## src/rtl/agg_sched_pkg.sv

```systemverilog
// agg_sched_pkg: shared types and helpers for the aggregation bank scheduler.
//   bank_state_t : per-bank lifecycle EMPTY -> LOADING -> FULL -> COMPUTING -> RESULT
//   BANK_A/B     : bank-select encodings (also the datapath S1/S2 select)
//   row_half     : lane-B first row (rows >> 1); lane B takes the odd extra row
package agg_sched_pkg;

    typedef enum logic [2:0] {
        EMPTY     = 3'd0,
        LOADING   = 3'd1,
        FULL      = 3'd2,
        COMPUTING = 3'd3,
        RESULT    = 3'd4
    } bank_state_t;

    localparam logic BANK_A = 1'b0;
    localparam logic BANK_B = 1'b1;

    function automatic logic [31:0] row_half(input logic [31:0] rows);
        return rows >> 1;
    endfunction

endpackage

```

## src/rtl/agg_bank_fsm.sv

```systemverilog
// agg_bank_fsm: lifecycle state and stored row count of one ping-pong bank.
// The parent decides every transition and presents it as a one-cycle strobe;
// this block only applies it, so the strobes need no further qualification.
// Ports:
//   clk, rst          clock, synchronous active-low reset
//   grant             EMPTY/RESULT(+ack) -> LOADING
//   load, rows_in     LOADING -> FULL, captures rows_in
//   start             FULL -> COMPUTING
//   skip              FULL -> RESULT (zero-row block, no engine pass)
//   finish            COMPUTING -> RESULT
//   ack               RESULT -> EMPTY (or straight to LOADING with grant)
//   state, state_nxt  current and next state (bank_state_t encoding)
//   rows              stored row count
module agg_bank_fsm #(
    parameter int ROW_W = 11
) (
    input  logic             clk,
    input  logic             rst,
    input  logic             grant,
    input  logic             load,
    input  logic             start,
    input  logic             skip,
    input  logic             finish,
    input  logic             ack,
    input  logic [ROW_W-1:0] rows_in,
    output logic [2:0]       state,
    output logic [2:0]       state_nxt,
    output logic [ROW_W-1:0] rows
);
    import agg_sched_pkg::*;

    bank_state_t state_q, state_d;

    always_ff @(posedge clk) begin
        if (!rst) state_q <= EMPTY;
        else      state_q <= state_d;
    end

    always_comb begin
        state_d = state_q;
        case (state_q)
            EMPTY:     if (grant)  state_d = LOADING;
            LOADING:   if (load)   state_d = FULL;
            FULL: begin
                if (start)     state_d = COMPUTING;
                else if (skip) state_d = RESULT;
            end
            COMPUTING: if (finish) state_d = RESULT;
            // an ack and a grant in the same cycle hand the bank straight back
            RESULT:    if (ack)    state_d = grant ? LOADING : EMPTY;
            default:               state_d = EMPTY;
        endcase
    end

    always_comb begin
        state     = state_q;
        state_nxt = state_d;
    end

    always_ff @(posedge clk) begin
        if (!rst)      rows <= '0;
        else if (load) rows <= rows_in;
    end

endmodule

```

## src/rtl/aggregation_bank_sched.sv

```systemverilog
// aggregation_bank_sched: ping-pong scheduler for the double-buffered
// aggregation banks. Grants the idle bank to the loader, starts the engine on
// a filled bank with a two-lane row split, holds results until acknowledged,
// and keeps load/compute/drain in strict A,B,A,... order.
// Ports:
//   clk, rst                          clock, synchronous active-low reset
//   ld_req / ld_grant / ld_bank       loader request, grant pulse, granted bank
//   ld_done / ld_rows                 load complete pulse and block row count
//   cmp_start / cmp_bank              engine start pulse, datapath bank select
//   cmp_start_a/_b / cmp_end          lane A/B first row, end row
//   cmp_done                          engine complete pulse
//   res_valid / res_bank / res_ack    result bank handshake
//   err                               sticky error (row overflow / protocol)
// Optional: define AGG_SCHED_PERF_EN to add perf_busy, perf_stall_ld and
// perf_stall_res saturating 32-bit counters.
module aggregation_bank_sched #(
    parameter int K     = 1024,
    parameter int ROW_W = $clog2(K + 1)
) (
    input  logic             clk,
    input  logic             rst,
    input  logic             ld_req,
    output logic             ld_grant,
    output logic             ld_bank,
    input  logic             ld_done,
    input  logic [ROW_W-1:0] ld_rows,
    output logic             cmp_start,
    output logic             cmp_bank,
    output logic [ROW_W-1:0] cmp_start_a,
    output logic [ROW_W-1:0] cmp_start_b,
    output logic [ROW_W-1:0] cmp_end,
    input  logic             cmp_done,
    output logic             res_valid,
    output logic             res_bank,
    input  logic             res_ack,
`ifdef AGG_SCHED_PERF_EN
    output logic [31:0]      perf_busy,
    output logic [31:0]      perf_stall_ld,
    output logic [31:0]      perf_stall_res,
`endif
    output logic             err
);
    import agg_sched_pkg::*;

    localparam logic [ROW_W-1:0] K_ROWS = ROW_W'(K);

    logic [2:0]       st     [2];
    logic [2:0]       st_nxt [2];
    logic [ROW_W-1:0] rows_q [2];

    logic ld_ptr, cmp_ptr, res_ptr, busy;

    logic             ack_ok, ld_any, ld_slot, ld_ok, done_ok, eng_free;
    logic             cmp_full, cmp_zero, skip, start, tgt_free, grant;
    logic             res_ptr_nxt, err_set;
    logic [ROW_W-1:0] rows_clamped;

    always_comb begin
        ack_ok   = res_ack && res_valid;
        // at most one bank can be LOADING: a grant needs none outstanding
        ld_any   = (st[BANK_A] == LOADING) || (st[BANK_B] == LOADING);
        ld_slot  = (st[BANK_B] == LOADING) ? BANK_B : BANK_A;
        ld_ok    = ld_done && ld_any;
        done_ok  = cmp_done && busy;
        // a finishing engine can take the next bank on the very next cycle
        eng_free = !busy || done_ok;
        cmp_full = (st[cmp_ptr] == FULL);
        cmp_zero = (rows_q[cmp_ptr] == '0);
        // zero-row blocks bypass the engine, so they do not wait for it
        skip     = cmp_full && cmp_zero;
        start    = cmp_full && !cmp_zero && eng_free;
        // an ack this cycle frees the bank before the grant check sees it
        tgt_free = (st[ld_ptr] == EMPTY) || (ack_ok && (res_ptr == ld_ptr));
        grant    = ld_req && !ld_any && tgt_free;
        rows_clamped = (ld_rows > K_ROWS) ? K_ROWS : ld_rows;
        res_ptr_nxt  = ack_ok ? ~res_ptr : res_ptr;
        err_set  = (ld_done && (!ld_any || (ld_rows > K_ROWS)))
                 || (cmp_done && !busy)
                 || (res_ack && !res_valid);
    end

    for (genvar i = 0; i < 2; i++) begin : g_bank
        agg_bank_fsm #(.ROW_W(ROW_W)) u_bank (
            .clk       (clk),
            .rst       (rst),
            .grant     (grant   && (ld_ptr   == 1'(i))),
            .load      (ld_ok   && (ld_slot  == 1'(i))),
            .start     (start   && (cmp_ptr  == 1'(i))),
            .skip      (skip    && (cmp_ptr  == 1'(i))),
            .finish    (done_ok && (cmp_bank == 1'(i))),
            .ack       (ack_ok  && (res_ptr  == 1'(i))),
            .rows_in   (rows_clamped),
            .state     (st[i]),
            .state_nxt (st_nxt[i]),
            .rows      (rows_q[i])
        );
    end

    always_ff @(posedge clk) begin
        if (!rst) begin
            ld_grant    <= 1'b0;
            ld_bank     <= BANK_A;
            ld_ptr      <= BANK_A;
            cmp_start   <= 1'b0;
            cmp_bank    <= BANK_A;
            cmp_ptr     <= BANK_A;
            cmp_start_a <= '0;
            cmp_start_b <= '0;
            cmp_end     <= '0;
            busy        <= 1'b0;
            res_ptr     <= BANK_A;
            res_valid   <= 1'b0;
            err         <= 1'b0;
        end else begin
            ld_grant <= grant;
            if (grant) begin
                ld_bank <= ld_ptr;
                ld_ptr  <= ~ld_ptr;
            end
            cmp_start <= start;
            // cmp_bank and the row window only move on a real start
            if (start) begin
                cmp_bank    <= cmp_ptr;
                cmp_start_a <= '0;
                cmp_start_b <= ROW_W'(row_half(32'(rows_q[cmp_ptr])));
                cmp_end     <= rows_q[cmp_ptr];
            end
            if (start || skip) cmp_ptr <= ~cmp_ptr;
            if (start)        busy <= 1'b1;
            else if (done_ok) busy <= 1'b0;
            res_ptr   <= res_ptr_nxt;
            res_valid <= (st_nxt[res_ptr_nxt] == RESULT);
            if (err_set) err <= 1'b1;
        end
    end

    assign res_bank = res_ptr;

`ifdef AGG_SCHED_PERF_EN
    logic stall_ld_now, stall_res_now;
    assign stall_ld_now  = !busy && ((st[cmp_ptr] == EMPTY) || (st[cmp_ptr] == LOADING));
    assign stall_res_now = ld_req && !grant && (st[ld_ptr] == RESULT);

    always_ff @(posedge clk) begin
        if (!rst) begin
            perf_busy      <= '0;
            perf_stall_ld  <= '0;
            perf_stall_res <= '0;
        end else begin
            if (busy && (perf_busy != '1))              perf_busy      <= perf_busy + 32'd1;
            if (stall_ld_now && (perf_stall_ld != '1))  perf_stall_ld  <= perf_stall_ld + 32'd1;
            if (stall_res_now && (perf_stall_res != '1)) perf_stall_res <= perf_stall_res + 32'd1;
        end
    end
`endif

endmodule

```

## config.mk

```make
export PLATFORM = sky130hd
export DESIGN_NAME = aggregation_bank_sched
export DESIGN_NICKNAME = d
export VERILOG_FILES = /design/src/rtl/agg_sched_pkg.sv /design/src/rtl/agg_bank_fsm.sv /design/src/rtl/aggregation_bank_sched.sv
export SDC_FILE = /design/constraint.sdc
export NUM_CORES = 1
export LEC_CHECK = 0
export CORE_MARGIN = 4
export CORE_UTILIZATION = 51
export DETAILED_ROUTE_END_ITERATION = 10
export GPL_ROUTABILITY_DRIVEN = 0
export PLACE_DENSITY = 0.76
export SETUP_SLACK_MARGIN = 0.5
export SLEW_MARGIN = 15
export SYNTH_ARGS = -nofsm -noshare
export SYNTH_HDL_FRONTEND = slang
export SYNTH_SLANG_ARGS = --single-unit
```

## constraint.sdc

```tcl
create_clock -name clk -period 2.3 [get_ports clk]
set_input_delay 0.23 -clock clk [delete_from_list [all_inputs] [get_ports clk]]
set_output_delay 0.23 -clock clk [all_outputs]
set_load 0.01 [all_outputs]
```

Yosys cells after proc, flatten, opt, wreduce, memory -nomap -nowiden
Cells that the tools add are included.
{"block": "totals", "regBits": 59, "in_bits": 17, "out_inout_bits": 40}
{"block": "op_classes", "order_cmp": 4, "n_eq_ne": 11, "n_mux": 33, "n_bitwise": 8, "n_reduce_logical": 40}
{"cell": "3-bit two-way mux", "count": 21}
{"cell": "11-bit two-way mux", "count": 4}
{"cell": "3-bit case mux with 5 select lines", "count": 2}
{"cell": "1-bit logical AND", "count": 24}
{"cell": "3-bit by 2-bit == test with 1-bit output, second input constant", "count": 5}
{"cell": "11-bit > comparator, second input constant", "count": 1}
{"cell": "11-bit zero test", "count": 1}
{"cell": "3-bit == test, second input constant", "count": 3}
{"cell": "3-bit zero test", "count": 3}
{"cell": "1-bit logical OR", "count": 7}
{"cell": "3-bit by 1-bit == test with 1-bit output, second input constant", "count": 2}
{"cell": "2-bit greater-or-equal comparator, second input constant", "count": 3}
{"cell": "1-bit two-way mux", "count": 6}
{"cell": "1-bit NOT with 2-bit output", "count": 3}
{"cell": "1-bit NOT", "count": 5}
{"cell": "1-bit zero test", "count": 4}
{"cell": "2-bit nonzero test", "count": 1}
{"cell": "1-bit == test", "count": 1}

Logic depth before layout (Yosys ltp)
Gate-level depths: netlist of the first run.
{"block": "logic_depth", "depth_word": 15, "depth_mapped": 7}

By module
Synthesis of the first run repeated with hierarchy kept, for this count alone.
{"block": "hier_totals", "hier_cells": 297, "area_unflattened_um2": 2710.1}
{"module": "aggregation_bank_sched", "n_inst": 1, "cells_each": 173, "area_each_um2": 1488.9, "seq_area_each_um2": 420.4}
{"module": "agg_bank_fsm", "n_inst": 2, "cells_each": 62, "area_each_um2": 610.6, "seq_area_each_um2": 280.3}

Least setup slack after synthesis of the first run
OpenSTA, ideal clock, no wires.
{"block": "synth_path", "kind": "register -> register", "startpoint": "reg cmp_ptr", "endpoint": "reg g_bank[1].u_bank.state_q[0]", "setup_time_ns": 0.127, "arrival_time_ns": 1.477, "t_required_ns": 2.173, "path_slack_ns": 0.696, "stages_incl_launch_ff": 7, "path_buffers": 1, "synth_period_minus_slack_ns": 1.604, "cell_sequence": "dfxtp_1 > buf_6 > nor4_2 > nand2_2 > a22oi_4 > nor3_2 > or3_1"}
{"block": "synth_between", "elab_chain_len": 11, "elab_cells_between_ends": 18}
{"element": "start: declaration", "line": "aggregation_bank_sched.sv:51", "source": "logic ld_ptr, cmp_ptr, res_ptr, busy;"}
{"element": "start signal: assignment", "line": "aggregation_bank_sched.sv:128", "source": "if (start || skip) cmp_ptr <= ~cmp_ptr;"}
{"element": "1-bit NOT with 2-bit output (implied by the code)", "line": "aggregation_bank_sched.sv:67, aggregation_bank_sched.sv:68"}
{"element": "11-bit two-way mux (implied by the code) (3 in series)", "line": "aggregation_bank_sched.sv:68", "source": "cmp_zero = (rows_q[cmp_ptr] == '0);"}
{"element": "11-bit zero test", "line": "aggregation_bank_sched.sv:68"}
{"element": "1-bit zero test", "line": "aggregation_bank_sched.sv:71", "source": "start = cmp_full && !cmp_zero && eng_free;"}
{"element": "1-bit logical AND (2 in series)", "line": "aggregation_bank_sched.sv:71"}
{"element": "1-bit logical AND", "line": "aggregation_bank_sched.sv:88", "source": ".start (start && (cmp_ptr == 1'(i))),"}
{"element": "3-bit two-way mux (*)", "line": "agg_bank_fsm.sv:45", "source": "if (start) state_d = COMPUTING;"}
{"element": "3-bit case mux with 5 select lines (*)", "line": "agg_bank_fsm.sv:41", "source": "case (state_q)"}
{"element": "end signal: assignment", "line": "agg_bank_fsm.sv:36", "source": "else state_q <= state_d;"}
{"element": "end: declaration", "line": "agg_bank_fsm.sv:32", "source": "bank_state_t state_q, state_d;"}
Mark *: on every way between the ends. The rest lies on a longest branch, timed or not. The select of a mux whose other input is x is not followed.
A chain may end at the register's enable or synchronous reset.

Worst setup path after layout of the first run
Ends and elaborated chain as after synthesis.

==> impl_metrics.json, run 1 <==
{
  "synth-xor-area-share": 0.00336,
  "synth-simple-area-share": 0.223,
  "r2r-start": "cmp_ptr$_SDFFE_PN0P_",
  "n_antenna_cell": 0,
  "powerDensity_nw_per_um2": 799,
  "largest_reg_flops": 22,
  "synth_cell_types": 58,
  "clkPwrFrac": 0.258,
  "fp.dieW_um": 79.5,
  "synth_top_family_by_area": "simple AND/OR/NAND/NOR gates",
  "critPathMaxFanout": 8,
  "grt_usage": 0.194,
  "synth_compound_area_frac": 0.186,
  "setup_tns_ps": 0,
  "rsz0062_at_grt": "false",
  "p_comb_frac": 0.348,
  "cts_tree": "done",
  "report.final.slew_viol_count": 0,
  "async_flop_share": 0,
  "antenna_found_initial": 0,
  "remaining_drc_errors": 0,
  "cts_buffer_depth": 2,
  "via_count": 2210,
  "grt_max_degree": 40,
  "critPathLaunchType": "register",
  "seqPwrFrac": 0.394,
  "fin_crit_ps": 1780,
  "worstSkewPairLatency_ps": 310,
  "yosys_warnings": 0,
  "via_per_inst": 5.50,
  "ys_seq_elements": 49,
  "maxCapViolCount": 0,
  "postRouteAntennaNets": 0,
  "cts_buffers": 5,
  "synth_area_per_cell_um2": 8.76,
  "coreArea_um2": 4850,
  "status": "finished, final reports clean",
  "grt_pass1_vias": 1995,
  "setup_viol": 0,
  "cts-root-buf": "clkbuf_8",
  "synth_area_um2": 2610,
  "fmax_mhz": 563,
  "cp.arrival_ps": 1970,
  "synthToLayoutAreaGrowth_pct": 21.0,
  "synth_fa_ha_area_frac": 0.00959,
  "drt_first_iter_violations": 74,
  "hold_class": "register to register",
  "synth_edf_count": 0,
  "min_from": "g_bank[1].u_bank.rows[5]$_SDFFE_PN0P_",
  "nets": 353,
  "dieHeight_um": 79.5,
  "holdWs_ps": 483,
  "cts_sinks": 49,
  "required_ps": 2490,
  "fin_crit_sh": 0.772,
  "first_pass_iters": 4,
  "syn_inst": 298,
  "wl_um": 6010,
  "fin_util": 0.652,
  "start_util": 0.538,
  "cts_hold_buffers": 0,
  "synth_ff_type": "dfxtp_1",
  "crit_path_end_kind": "register",
  "numPortBuffers": 44,
  "synth_mux_area_frac": 0.0882,
  "io_pins": 57,
  "rows": 25,
  "swShare": 0.336,
  "wire_per_inst_um": 14.9,
  "hpwl_um": 4460,
  "fin_skew_ps": 4.77,
  "p_int_mw": 1.68,
  "critPathKind": "register to register",
  "largest_register": "g_bank.u_bank.rows",
  "cts.htree.levels": 2,
  "drive_gt1_frac": 0.119,
  "grt-ovfl-total": 0,
  "worst_ir_drop_vdd_mv": 0.441,
  "netSwitchingPower_mw": 0.847,
  "grt_pass1_wl_um": 9700,
  "crit_start": "cmp_ptr$_SDFFE_PN0P_",
  "leakagePower_nw": 1.16,
  "hold_viol_final": 0,
  "clk_pin_slew_ps": 90,
  "die_area_um2": 6330,
  "seq_area_frac_synth": 0.376
}
-- worst max-delay path, stage by stage (launching register included) --
cell     delay (ps)
dfxtp_4         380
buf_4           170
nor4_2          260
nand2_1         160
a22oi_4         240
nor3_2           80
or3_1           370
-- per-stage QoR --
| stage | total power [mW] | setup slack (ps) | std cells | instance area (um2) |
|---|---|---|---|---|
| 2_1_floorplan | 1.59 | 696 | 309 | 2650 |
| 3_3_place_gp | 1.77 | 265 | 389 | 2980 |
| 3_5_place_dp | 1.79 | 273 | 389 | 2980 |
| 4_1_cts | 2.47 | 486 | 399 | 3110 |
| 5_1_grt | 2.65 | 481 | 402 | 3160 |
| 6_report | 2.52 | 524 | 402 | 3160 |
-- power by group through the flow --
stage               Clock (mW)  Combinational [mW]  Sequential, mW
finish                   0.651               0.879           0.994
global route             0.690               0.952            1.00
CTS                      0.658               0.818           0.995
detailed placement           0               0.773            1.01
global placement             0               0.764            1.01
floorplan                    0               0.605           0.986
-- placed cells by master (no fill, tap or decap), types with 8 or more instances in the layout --
master | synthesis | routed
a21oi_1 | 15 | 15
buf_4 | 24 | 13
clkdlybuf4s50_1 | 0 | 44
conb_1 | 1 | 12
dfxtp_1 | 49 | 47
mux2i_1 | 23 | 23
nand2_1 | 34 | 34
nor2_1 | 25 | 24
nor2b_1 | 13 | 13
nor3_1 | 8 | 8
o311ai_1 | 9 | 10
o31ai_1 | 11 | 11
-- layer usage --
metal | track usage | vias to the layer above | share of wire
li1 | - | 1104 | -
met1 | 0.268 | 1024 | 0.47
met2 | 0.296 | 71 | 0.45
met3 | 0.0463 | 11 | 0.067
met4 | 0.0619 | 0 | 0.016
met5 | 0 | - | 0
-- kinds of logic after synthesis --
kind of cell    count (synthesis)
mux                            23
flops                          49
compound gates                 66
simple gates                  109
buf+inv                        47
xor+xnor                        1
other cells                     1
fa+ha+maj                       2
-- worst paths after layout --
check	to	slack (ps)	depth (start not counted)
hold reg to reg	g_bank[1].u_bank.rows[5]$_SDFFE_PN0P_	480	2
setup / recovery	g_bank[1].u_bank.state[0]$_SDFF_PN0_	520	6
hold / removal	g_bank[1].u_bank.rows[5]$_SDFFE_PN0P_	480	2
setup reg to reg	g_bank[1].u_bank.state[0]$_SDFF_PN0_	520	6
-- layout make-up --
class | instances | area (um2)
Tap cell | 67 | 83.8
Clock inverter | 2 | 37.5
Sequential cell | 49 | 986
Inverter | 7 | 26.3
Timing Repair Buffer | 58 | 549
Fill cell | 421 | 1690
Clock buffer | 6 | 82.6
Multi-Input combinational cell | 213 | 1390
-- synth_stat cells, drive strengths merged, types with 3 or more instances --
cell type / instances / area [um2]
dfxtp: 49 / 981
nand2: 35 / 134
buf: 30 / 229
nor2: 26 / 105
mux2i: 23 / 230
a21oi: 15 / 75.1
nor2b: 13 / 81.3
o311ai: 11 / 96.4
o31ai: 11 / 82.6
clkbuf: 10 / 37.5
nor3: 9 / 50.1
inv: 7 / 26.3
o21ai: 5 / 25.0
nand3: 4 / 25.0
nor4: 4 / 31.3
o22ai: 4 / 25.0
nand2b: 3 / 18.8
o31a: 3 / 26.3
or3: 3 / 23.8
-- timing repair --
item	in CTS	in global routing
gates resized for setup	2	6
buffers inserted	2	3
setup endpoints to repair	15	14
cloned	0	0
pin swaps	1	4
Note: power is estimated with default switching activity, not from simulation.
==> inputs of run 2 (changes only) <==
- CORE_UTILIZATION: 51 -> 46
- PLACE_DENSITY: 0.76 -> 0.73
- clock period: 2.3 -> 1.5 ns (I/O delays scaled with it)
==> run 2 against run 1 <==
  * The flow now finishes with violations (negative setup slack)
  * Combinational power is 140% higher
  * Utilization is 12 points higher
  * Non-clock buffer count is 76 higher
  * Critical path type unchanged
  * Critical endpoint is now cmp_end[1]$_SDFFE_PN0N_
==> impl_metrics.json, run 2 (synthesis results as in run 1) <==
{
  "cts_tree": "done",
  "largest_register": "g_bank.u_bank.rows",
  "fin_util": 0.773,
  "grt_max_degree": 23,
  "layout_common_cells": "buf_4 (68), buf_6 (28), dfxtp_1 (25)",
  "rows": 27,
  "r2r_slack_ps": -130,
  "fp.dieW_um": 83.3,
  "rsz0062_at_grt": "true",
  "n_antenna_cell": 0,
  "hpwl_um": 5370,
  "wire_per_inst_um": 18.8,
  "worst_ir_drop_vdd_mv": 0.675,
  "via_count": 2783,
  "cts-root-buf": "clkbuf_8",
  "maxCapViolCount": 0,
  "die_area_um2": 6940,
  "dieHeight_um": 83.3,
  "first_pass_iters": 7,
  "cp.arrival_ps": 1850,
  "leakagePower_nw": 1.74,
  "critPathCapture": "cmp_end[1]$_SDFFE_PN0N_",
  "max_slew_margin": 0.496,
  "nets": 431,
  "hold_class": "input port to register",
  "worst_slew_pin_slew_ps": 755,
  "drive_gt1_frac": 0.593,
  "grt_pass1_vias": 2637,
  "postRouteAntennaNets": 0,
  "fmax_mhz": 613,
  "min_from": "ld_rows[3]",
  "crit_path_end_kind": "register",
  "coreArea_um2": 5510,
  "grt_usage": 0.242,
  "powerDensity_nw_per_um2": 1060,
  "crit_chain": "or3b_4 > nor2_4 > or2_4 > nand3_4 > buf_16 > o31ai_2",
  "cts_buffers": 5,
  "cts.htree.levels": 2,
  "clk_pin_slew_ps": 100,
  "report.final.slew_viol_count": 0,
  "grt_pass1_wl_um": 13500,
  "io_pins": 57,
  "via_per_inst": 5.74,
  "reg2reg_depth": 6,
  "place_area_um2": 3490,
  "p_total_mw": 4.49,
  "wl_um": 9110,
  "cts_buffer_depth": 2,
  "antenna_found_initial": 0,
  "fin_area_um2": 4250,
  "start_util": 0.474,
  "fin_skew_ps": 13.2,
  "drt_first_iter_violations": 196,
  "worstSkewPairLatency_ps": 320,
  "crit_start": "g_bank[0].u_bank.state[1]$_SDFF_PN0_",
  "cts_sinks": 49,
  "grt-ovfl-total": 0,
  "crit_path_top_delay_cell": "or3b_4",
  "largest_reg_flops": 22,
  "hold_viol_final": 0,
  "required_ps": 1720,
  "rr_endpoint": "cmp_end[1]$_SDFFE_PN0N_",
  "final_common_cell": "buf_4",
  "critPathKind": "register to register",
  "fin_crit_sh": 1.09,
  "setup_viol": 17,
  "failed_checks": "negative setup slack",
  "synthToLayoutAreaGrowth_pct": 63.0,
  "slowest_delay_ps": 400,
  "status": "finished, violations left",
  "critPathLaunchType": "register",
  "numPortBuffers": 44,
  "setup_slack_ps": -133,
  "fin_crit_ps": 1630,
  "r2r-start": "g_bank[0].u_bank.state[1]$_SDFF_PN0_",
  "critPathMaxFanout": 5,
  "remaining_drc_errors": 0
}
run 2: cell types whose count changed in the layout (fill, tap and decap cells not counted), sizes merged, moves of 2 or more:
cell and delta:
clkdlybuf4s50 -36, clkdlybuf4s15 +2, dlygate4sd2 +4, inv +2
buf +106
run 2: power by group:
part / switching [mW] / leakage [nW] / internal (mW)
combinational: 1.14 / 1.28 / 0.999
clock: 0.493 / 0.0489 / 0.334
sequential: 0.114 / 0.409 / 1.41
total: 1.75 / 1.74 / 2.74
run 2: how the worst min path moves through the flow:
stage,to,cells after the start
detailed placement,g_bank[1].u_bank.rows[10]$_SDFFE_PN0P_,2
floorplan,g_bank[1].u_bank.rows[0]$_SDFFE_PN0P_,3
global route,g_bank[1].u_bank.rows[3]$_SDFFE_PN0P_,4
global placement,g_bank[1].u_bank.rows[10]$_SDFFE_PN0P_,2
finish,g_bank[1].u_bank.rows[3]$_SDFFE_PN0P_,4
CTS,g_bank[1].u_bank.rows[3]$_SDFFE_PN0P_,4
run 2: layer usage:
metal	GRT usage	share of wire
met5	0	0
met3	0.0496	0.063
met2	0.422	0.51
met1	0.290	0.40
met4	0.0906	0.024
run 2: layout make-up:
| cell class | instances | area [um2] |
|---|---|---|
| fillers | 324 | 1250 |
| inverters | 7 | 26.3 |
| clock buffers | 5 | 68.8 |
| flip-flops and latches | 49 | 1020 |
| multi-input cells | 215 | 1870 |
| repair buffers | 134 | 1160 |
| well taps | 72 | 90.1 |
| clock inverters | 3 | 20.0 |
run 2: critical path, delay by kind of cell, from the launching register on:
family,cells,cell delay [ps]
simple gates,4,800
flops,1,360
buf+inv,1,170
compound gates,1,200
run 2: what timing repair did:
item,in CTS,in global routing
hold buffers,0,0
resized for setup,221,47
pin swaps,38,21
cloned,2,3
setup buffers,17,11
endpoints found under the setup margin,76,60
endpoints found under the hold margin,0,0
run 2: per-stage QoR:
stage | setup slack, ps | hold WS [ps] | setup TNS (ps) | std cells
floorplan | -50.1 | 333 | -432 | 309
global route | -195 | 243 | -3200 | 485
global placement | -336 | 462 | -2390 | 444
detailed placement | -338 | 469 | -3520 | 444
CTS | -59.3 | 223 | -753 | 471
finish | -133 | 226 | -1440 | 485
==> inputs of run 3 (changes only) <==
- CORE_ASPECT_RATIO: not set -> 0.8
==> run 3 against run 2 <==
  * The run still ends with negative setup slack left
  * Total power rose by 6.9%
  * Die area up 0.11%
  * Sequential cell count unchanged
  * Clock-buffer cell count rose by 2
  * Clock skew rose by 3.2 ps
  * Register-to-register slack hardly changed
  * Worst hold slack better by 69 ps
  * Critical path type unchanged
  * Largest power group unchanged
==> impl_metrics.json, run 3 (synthesis results as in run 1) <==
{
  "status": "finished, violations left",
  "failed_checks": "negative setup slack",
  "remaining_drc_errors": 0,
  "wl_um": 8930,
  "powerDensity_nw_per_um2": 1140,
  "final_common_cell": "buf_4",
  "grt_max_degree": 23,
  "grt_pass1_vias": 2486,
  "p_int_mw": 3.03,
  "netSwitchingPower_mw": 1.77,
  "required_ps": 1730,
  "r2r-start": "g_bank[0].u_bank.state[2]$_SDFF_PN0_",
  "cts_buffer_depth": 2,
  "n_antenna_cell": 0,
  "fin_skew_ps": 16.3,
  "die_area_um2": 6950,
  "critPathKind": "register to register",
  "clkPwrFrac": 0.213,
  "swShare": 0.368,
  "num-fill-cells": 334,
  "fp.dieW_um": 92.2,
  "cts_sinks": 49,
  "numPortBuffers": 44,
  "synthToLayoutAreaGrowth_pct": 61.2,
  "nets": 426,
  "grt-ovfl-total": 0,
  "antenna_found_initial": 0,
  "cts_tree": "done",
  "min_from": "ld_rows[0]",
  "largest_reg_flops": 22,
  "final_cell_count_no_fill": 486,
  "cts-root-buf": "clkbuf_8",
  "report.final.slew_viol_count": 0,
  "drive_gt1_frac": 0.569,
  "fin_crit_sh": 1.09,
  "worst_ir_drop_vdd_mv": 0.818,
  "leakagePower_nw": 1.74,
  "cp.arrival_ps": 1870,
  "via_per_inst": 5.59,
  "hold_class": "input port to register",
  "place_area_um2": 3470,
  "drt_first_iter_violations": 218,
  "io_pins": 57,
  "postRouteAntennaNets": 0,
  "grt_usage": 0.236,
  "first_pass_iters": 4,
  "fmax_mhz": 609,
  "hpwl_um": 5260,
  "hold_viol_final": 0,
  "cts.htree.levels": 2,
  "rows": 24,
  "critPathLaunchType": "register",
  "worstSkewPairLatency_ps": 320,
  "rsz0062_at_grt": "true",
  "clk_pin_slew_ps": 100,
  "dieHeight_um": 75.4,
  "seqPwrFrac": 0.317,
  "largest_register": "g_bank.u_bank.rows",
  "maxCapViolCount": 0,
  "coreArea_um2": 5470,
  "crit_start": "g_bank[0].u_bank.state[2]$_SDFF_PN0_",
  "setup_tns_ps": -1830,
  "grt_pass1_wl_um": 12700,
  "layout_common_cells": "buf_4 (58), buf_6 (34), dfxtp_1 (24)",
  "cts_buffers": 5,
  "critPathMaxFanout": 11,
  "setup_viol": 19,
  "p_comb_frac": 0.470,
  "placedCellCount": 450,
  "fin_area_um2": 4210,
  "start_util": 0.478,
  "via_count": 2715,
  "crit_path_end_kind": "register",
  "setup_slack_ps": -141,
  "fin_crit_ps": 1640,
  "wire_per_inst_um": 18.4,
  "p_total_mw": 4.80
}
-- run 3: changes by cell type in the layout (fill, tap and decap cells not counted), sizes merged --
cell / change
buf: -8
bufinv: +1
clkbuf: +3
clkinv: -1
dlygate4sd2: +2
inv: -2
-- run 3: final timing paths --
path	to	slack [ps]	cells past startpoint
hold reg to reg	ld_bank$_SDFFE_PN0N_	490	2
hold / removal	g_bank[1].u_bank.rows[0]$_SDFFE_PN0P_	300	4
setup / recovery	cmp_end[10]$_SDFFE_PN0N_	-140	6
setup reg to reg	cmp_end[10]$_SDFFE_PN0N_	-140	6
-- run 3: cell type report --
type                    count  area, um2  area share
flip-flops and latches     49       1020       0.243
inverters                   7       26.3     0.00624
multi-input cells         215       1840       0.438
repair buffers            129       1100       0.262
clock inverters             1       30.0     0.00714
clock buffers               7       86.3      0.0205
well taps                  78       97.6      0.0232
-- run 3: power groups by stage --
stage / clock (mW) / sequential [mW] / combinational [mW]
2_1_floorplan: 0 / 1.53 / 1.02
3_3_place_gp: 0 / 1.53 / 1.56
3_5_place_dp: 0 / 1.53 / 1.58
4_1_cts: 1.03 / 1.51 / 1.96
5_1_grt: 1.08 / 1.54 / 2.36
6_report: 1.02 / 1.52 / 2.25
-- run 3: routing by layer --
layer	share of wire	GRT usage
met5	0	0
met2	0.48	0.375
met1	0.43	0.314
met4	0.0090	0.0708
met3	0.087	0.0750
-- run 3: worst max-delay path: stages (launching register included) --
cell and delay [ps]:
dfxtp_2 350, or3b_4 390, nor2_4 150, or2_4 170
nand3_4 90, buf_12 160, o31ai_2 220
-- run 3: per-stage QoR --
stage               utilization  hold slack [ps]  worst slack [ps]
floorplan                     -              333             -50.1
finish                    0.770              296              -141
global placement          0.635              462              -338
global route              0.770              322              -195
detailed placement        0.635              468              -387
CTS                       0.725              305             -70.1
-- run 3: timing repair --
action                     CTS  global route
buffers inserted            15            11
gates resized for setup    203            58
setup endpoints to repair   76            63
gates cloned                 2             0
pin swaps                   15            23
hold buffers                 0             0
